**src/rtl/wb_stage_reg.sv**
```systemverilog
// wb_stage_reg: MEM/WB pipeline boundary register.
// Carries LANES independent GPR write-back lanes plus one HI/LO write into the
// write-back stage. One control decision applies to every lane at each edge:
// reset > flush bubble > stall bubble > load > hold. Two saturating counters
// record the bubble and hold cycles and have their own synchronous clear.
//
// Ports:
//   clk, rst     rising-edge clock, synchronous active-high reset
//   stall        per-stage stall vector; bit STAGE_IDX is MEM, STAGE_IDX+1 is WB
//   flush        exception flush: kills incoming and held contents
//   cnt_clr      synchronous clear of both performance counters
//   in_*         MEM-stage results (lane k at [k*W +: W])
//   out_*        registered WB copies, 1-cycle latency
//   bubble_cnt   saturating count of bubble cycles
//   hold_cnt     saturating count of hold cycles
module wb_stage_reg #(
    parameter int unsigned DATA_W    = 32,
    parameter int unsigned ADDR_W    = 5,
    parameter int unsigned LANES     = 1,
    parameter int unsigned STALL_W   = 6,
    parameter int unsigned STAGE_IDX = 4,
    parameter int unsigned CNT_W     = 16
) (
    input  logic                     clk,
    input  logic                     rst,
    input  logic [STALL_W-1:0]       stall,
    input  logic                     flush,
    input  logic                     cnt_clr,
    input  logic                     in_valid,
    input  logic [LANES*ADDR_W-1:0]  in_wd,
    input  logic [LANES-1:0]         in_wreg,
    input  logic [LANES*DATA_W-1:0]  in_wdata,
    input  logic [DATA_W-1:0]        in_hi,
    input  logic [DATA_W-1:0]        in_lo,
    input  logic                     in_whilo,
    output logic                     out_valid,
    output logic [LANES*ADDR_W-1:0]  out_wd,
    output logic [LANES-1:0]         out_wreg,
    output logic [LANES*DATA_W-1:0]  out_wdata,
    output logic [DATA_W-1:0]        out_hi,
    output logic [DATA_W-1:0]        out_lo,
    output logic                     out_whilo,
    output logic [CNT_W-1:0]         bubble_cnt,
    output logic [CNT_W-1:0]         hold_cnt
);

    localparam int unsigned WD_W    = LANES * ADDR_W;
    localparam int unsigned WDATA_W = LANES * DATA_W;

    // Reject parameter sets the stall decode or lane packing cannot support.
    generate
        if (LANES < 1 || LANES > 4 || (STAGE_IDX + 2) > STALL_W) begin : g_bad_params
            $error("wb_stage_reg: illegal LANES or STAGE_IDX/STALL_W combination");
        end
    endgenerate

    logic                 r_valid;
    logic [WD_W-1:0]      r_wd;
    logic [LANES-1:0]     r_wreg;
    logic [WDATA_W-1:0]   r_wdata;
    logic [DATA_W-1:0]    r_hi;
    logic [DATA_W-1:0]    r_lo;
    logic                 r_whilo;
    logic [CNT_W-1:0]     r_bubble_cnt;
    logic [CNT_W-1:0]     r_hold_cnt;

    logic                 w_s_up;
    logic                 w_s_dn;
    logic                 w_bubble;
    logic                 w_hold;
    logic                 w_load;
    logic                 w_unused_stall;

    // Only two stall bits matter here; fold the rest so they are consumed.
    assign w_unused_stall = ^stall;

    // Control decision shared by all lanes.
    assign w_s_up   = stall[STAGE_IDX];
    assign w_s_dn   = stall[STAGE_IDX + 1];
    assign w_bubble = flush | (w_s_up & ~w_s_dn);
    assign w_hold   = ~flush & w_s_up & w_s_dn;
    assign w_load   = ~flush & ~w_s_up;

    // Datapath register. Bubble writes NOP (register 0, no enables).
    always_ff @(posedge clk) begin
        if (rst || w_bubble) begin
            r_valid <= 1'b0;
            r_wd    <= '0;
            r_wreg  <= '0;
            r_wdata <= '0;
            r_hi    <= '0;
            r_lo    <= '0;
            r_whilo <= 1'b0;
        end else if (w_load) begin
            // An invalid slot still copies address/data but can never write.
            r_valid <= in_valid;
            r_wd    <= in_wd;
            r_wreg  <= in_valid ? in_wreg : '0;
            r_wdata <= in_wdata;
            r_hi    <= in_hi;
            r_lo    <= in_lo;
            r_whilo <= in_valid & in_whilo;
        end
    end

    // Saturating performance counters; clear beats increment.
    always_ff @(posedge clk) begin
        if (rst || cnt_clr) begin
            r_bubble_cnt <= '0;
            r_hold_cnt   <= '0;
        end else begin
            if (w_bubble && (r_bubble_cnt != {CNT_W{1'b1}})) begin
                r_bubble_cnt <= r_bubble_cnt + CNT_W'(1);
            end
            if (w_hold && (r_hold_cnt != {CNT_W{1'b1}})) begin
                r_hold_cnt <= r_hold_cnt + CNT_W'(1);
            end
        end
    end

    assign out_valid  = r_valid;
    assign out_wd     = r_wd;
    assign out_wreg   = r_wreg;
    assign out_wdata  = r_wdata;
    assign out_hi     = r_hi;
    assign out_lo     = r_lo;
    assign out_whilo  = r_whilo;
    assign bubble_cnt = r_bubble_cnt;
    assign hold_cnt   = r_hold_cnt;

endmodule

```
**config.mk**
```make
export PLATFORM = sky130hd
export DESIGN_NAME = wb_stage_reg
export DESIGN_NICKNAME = d
export VERILOG_FILES = /design/src/rtl/wb_stage_reg.sv
export SDC_FILE = /design/constraint.sdc
export NUM_CORES = 1
export LEC_CHECK = 0
export BUFFER_PORTS_ARGS = -buffer_cell sky130_fd_sc_hd__clkbuf_2
export CAP_MARGIN = 20
export CORE_MARGIN = 10
export CORE_UTILIZATION = 50
export DETAILED_ROUTE_END_ITERATION = 6
export PLACE_DENSITY = 0.86
export SLEW_MARGIN = 10
export SYNTH_ARGS = -nofsm -noshare
export SYNTH_HDL_FRONTEND = slang
export SYNTH_SLANG_ARGS = --single-unit
```
**constraint.sdc**
```tcl
create_clock -name clk -period 4.15 [get_ports clk]
set_clock_uncertainty 0.15 [all_clocks]
set_input_delay 0.83 -clock clk [delete_from_list [all_inputs] [get_ports clk]]
set_output_delay 0.83 -clock clk [all_outputs]
set_load 0.01 [all_outputs]
```
### Word level (Yosys, flattened, before mapping)

Cells that the tools add are included.
W data, S select, Z words.

| storage, ports and cells | value |
|---|---|
| bits in registers | 136 |

| cells by class | value |
|---|---|
| add/sub/neg operators | 2 |
| equal/unequal tests | 2 |
| bitwise operators | 9 |
| reductions and logical operators | 4 |
| muxes and demuxes | 1 |

Operators with widths:

| cell | count |
|---|---|
| $add A16 B1 Y16 const B | 2 |
| $ne A16 B16 Y1 const B | 2 |
| $and A1 B1 Y1 | 5 |
| $not A1 Y1 | 3 |
| $logic_and A1 B1 Y1 | 2 |
| $logic_or A1 B1 Y1 | 2 |
| $mux W1 | 1 |
| $or A1 B1 Y1 | 1 |

### Depth between registers and ports, before layout

| depth | value |
|---|---|
| word-level depth | 4 |
| gate-level depth with buffers | 7 |
| depth with buffers taken out | 5 |

### Worst setup path before layout

No wires, ideal clock.

| path | value |
|---|---|
| path kind | input -> register |
| start point | input port flush |
| end point | register r_hold_cnt[15] (netlist: hold_cnt[15]) |
| stages on the path | 6 |
| setup slack | 1.561 ns |
| arrival time | 2.368 ns |
| cells stage by stage | buf_2 > nand3b_4 > or4_1 > buf_2 > or4_1 > a21oi_1 |

| on the way | value |
|---|---|
| word-level cells in the longest chain between the ends | 4 |

Ends and longest elaborated chain:

| item | line | RTL |
|---|---|---|
| start, declared | 27 | `input logic flush,` |
| $not A1 Y1 | 81 | `assign w_hold = ~flush & w_s_up & w_s_dn;` |
| $and A1 B1 Y1 (2 in a row) | 81 |  |
| $logic_and A1 B1 Y1 | 115 | `if (w_hold && (r_hold_cnt != {CNT_W{1'b1}})) begin` |
| end signal, assigned | 116 | `r_hold_cnt <= r_hold_cnt + CNT_W'(1);` |
| end, declared | 65 | `logic [CNT_W-1:0] r_hold_cnt;` |

No other way between the ends.
A chain may end at the register's enable or synchronous reset.

### Worst setup path after layout

Same ends and word-level chain as after synthesis.

==> key figures <==
Timing
  – Max-slew violation count: 0
  – Setup WS post-layout: 1.88 ns
  – Worst relative slew slack: 47.2%
  – Setup violators final: 0
  – Final TNS setup: 0 ns
  – Worst-Margin Slew: 0.786 ns
  – Final period demand of the worst path: 2.27 ns
  – Tcrit/Tclk final: 54.7%
  – Fin. Hold Viols: 0
  – Max Freq: 0.440 GHz
  – RSZ-0062 raised after global routing: no

Clock tree
  – Longest Clk Path Bufs: 2
  – Post-cts resize count: 0
  – CTS tree: built
  – Post-CTS Setup Inserts: 0
  – Clock root cell: clkbuf_8
  – Clk Latency, worst-skew pair: 0.52 ns
  – Cts hold-fix bufs: 0
  – CTS sink cnt: 136
  – CTS H-tree depth: 4
  – Clock transition at the registers of the reported paths: 0.06 ns
  – TritonCTS Buffers: 17

Synthesis
  – Yosys Warn Count: 0
  – Synth Area in XOR/XNOR: 0.336%
  – #FFs+latches synth: 136
  – Adder-Cell Fraction of Synth Area: 0.480%
  – Simple-gate share of the synthesized area: 25.6%
  – Mapped Area: 0.00521 sq mm
  – Syn_nets: 766
  – Synthesized instance count: 650
  – Post-synthesis mux area share: 0%
  – Synth unique cells: 41
  – Main combinational cell family by area after synthesis: simple AND/OR/NAND/NOR gates
  – Syn Area/Cell: 8.02 sq um
  – Compound-Gate Fraction of Synth Area: 18.0%
  – Register area share after synthesis: 52.3%

Critical path
  – Worst Setup Path Type: primary input to flip-flop
  – Critical path's most frequent cell: or4_1
  – R2R Setup Slk: 1.89 ns
  – CP max stage cell: or4_1
  – Crit. End Element: flip-flop
  – Reg-to-reg startpoint: bubble_cnt[0]
  – CP max stage delay: 0.65 ns
  – Crit path max fanout: 10
  – Cell count of the worst reg-to-reg path: 6
  – Cells along the critical path: clkbuf_2, nand3b_4, or4_1, or4_1, a21oi_1
  – Critical Path AT: 2.57 ns
  – Critical R2R Capture: bubble_cnt[7]
  – Worst setup SP type: primary input
  – Critical Path RT: 4.45 ns

GRT
  – Largest net degree at the start of global routing: 105
  – Global Route Usage Sum: 21.2%
  – Overflow after GRT: 0
  – First-pass GRT wire length: 25700 um
  – Number of global-route vias before repair: 5064
  – Antenna violations before repair: 0

Power and ir drop
  – Power Density: 409 mW/mm^2
  – Pleak: 2.95 nW
  – Total Power: 0.00290 W
  – Max VDD drop: 0.235 mV

Floorplanning
  – Std-Cell Rows: 37
  – Core Area: 0.0102 sq mm
  – Die Width: 122 um
  – Starting Density: 50.9%
  – Die ar.: 0.0149 sq mm
  – Die height: 122 um
  – Ports: 250

Place
  – Final HPWL DP: 12200 um
  – Routability cong.: 0.838
  – Place WS: 1.37 ns
  – Placed instance count: 995
  – # port buffers: 245

Status
  – Status: finished clean

Min path
  – Worst Min Path Start: out_wdata[2]
  – Min-Delay Path Depth: 2
  – Worst Hold Path EP: out_wdata[2]
  – Hold Crit Class: flip-flop to flip-flop

Finish
  – Post-layout util: 69.3%
  – Fillers: 838
  – Area growth syn-to-layout: 36.1%
  – Layout cells sized above 1: 33.0%
  – ANT cells: 0
  – Non-Filler Instances: 1028
  – Final Net Count: 995

Flow run
  – Max-cap viol count: 0

Detailed routing
  – 1st-iter DRT viols: 418
  – Pre-antenna DRT Iters: 5
  – DRT Wirelength: 16600 um
  – Post-route ant nets: 0
  – Vias per cell: 5.27
  – Drt drc: 0
  – Via count: 5416
  – Avg WL per Cell: 16.2 um
==> metal layers <==
| layer | vias up | global-route usage [%] | share of wire [%] |
|---|---|---|---|
| li1 | 2698 | - | - |
| met1 | 2463 | 23.0 | 36 |
| met2 | 228 | 34.3 | 49 |
| met3 | 27 | 11.6 | 13 |
| met4 | 0 | 8.03 | 1.6 |
| met5 | - | 0 | 0 |
==> area by class of cell <==
class	count	area, sq um	share of cell area [%]
clock buffers	18	428	6.03
clock inverters	14	126	1.78
inverters	5	18.8	0.265
multi-input cells	468	2330	32.9
flip-flops and latches	136	2720	38.4
well taps	136	170	2.40
repair buffers	251	1290	18.2
==> cell usage after synthesis (all sizes together) <==
library cell / count / share of area (%)
o41ai: 5 / 0.84
or4: 13 / 1.9
a41o: 1 / 0.19
o211ai: 4 / 0.58
and3: 2 / 0.24
nand2: 219 / 16
inv: 5 / 0.36
a31oi: 1 / 0.12
o31ai: 11 / 1.6
or3: 17 / 2.1
nor3: 4 / 0.38
o311ai: 4 / 0.67
nor2: 7 / 0.50
or2: 3 / 0.36
a21oi: 126 / 12
a311oi: 1 / 0.17
xor2: 1 / 0.17
and2: 1 / 0.12
o211a: 1 / 0.19
nand3: 13 / 1.2
nand3b: 1 / 0.38
nand4: 7 / 1.1
and4: 3 / 0.50
o21ai: 12 / 1.2
xnor2: 1 / 0.17
nand4b: 1 / 0.17
and4b: 1 / 0.19
ha: 2 / 0.48
buf: 5 / 0.41
nor4: 2 / 0.36
nor2b: 1 / 0.12
o21bai: 1 / 0.14
dfxtp: 136 / 52
nor3b: 1 / 0.14
clkbuf: 36 / 2.6
a2111o: 1 / 0.22
==> report_power, final <==
part           switching (W)  internal (W)  leakage [nW]
combinational       0.000111     0.0000744          1.60
sequential        0.00000986       0.00132          1.10
clock               0.000571      0.000811         0.260
==> logic make-up after synthesis <==
family / Yosys count
buf+inv: 46
flops: 136
fa+ha+maj: 2
compound gates: 168
xor+xnor: 2
simple gates: 296
==> metrics by stage <==
stage	area [sq um]	hold slack, ns
2_1_floorplan	5210	0.326
3_3_place_gp	6500	0.291
3_5_place_dp	6500	0.295
4_1_cts	7060	0.304
5_1_grt	7090	0.315
6_report	7090	0.303
==> worst max-delay path by stage <==
| stage | startpoint | endpoint | cells past startpoint |
|---|---|---|---|
| 3_3_place_gp | stall[4] | out_hi[10] | 5 |
| 3_5_place_dp | flush | hold_cnt[15] | 5 |
| 2_1_floorplan | flush | hold_cnt[15] | 6 |
| 6_report | flush | hold_cnt[15] | 5 |
| 5_1_grt | bubble_cnt[0] | bubble_cnt[7] | 6 |
| 4_1_cts | hold_cnt[9] | hold_cnt[3] | 4 |
==> cells in the final DEF (no fill, tap or decap), types with 6 or more instances in the layout <==
cell type and instances:
clkbuf_2 245, nand2_1 219, dfxtp_1 136, a21oi_1 126, clkbuf_16 16, or3_1 15
nand3_1 13, or4_1 12, o21ai_0 12, o31ai_1 11, nor2_1 6, nand4_1 6
==> state kept, by name, indices dropped and copies added, names as in the netlist <==
| signal | cells |
|---|---|
| out_lo | 32 |
| out_wd | 5 |
| out_wdata | 32 |
| bubble_cnt | 16 |
| out_whilo | 1 |
| out_valid | 1 |
| hold_cnt | 16 |
| out_hi | 32 |
| out_wreg | 1 |
==> worst max-delay path, delay by kind of cell <==
| family | cells | cell delay, ns |
|---|---|---|
| and+or+nand+nor | 3 | 1.40 |
| AOI/OAI and AO/OA | 1 | 0.15 |
| buffers and inverters | 1 | 0.17 |
Note: power is estimated with default switching activity, not from simulation.
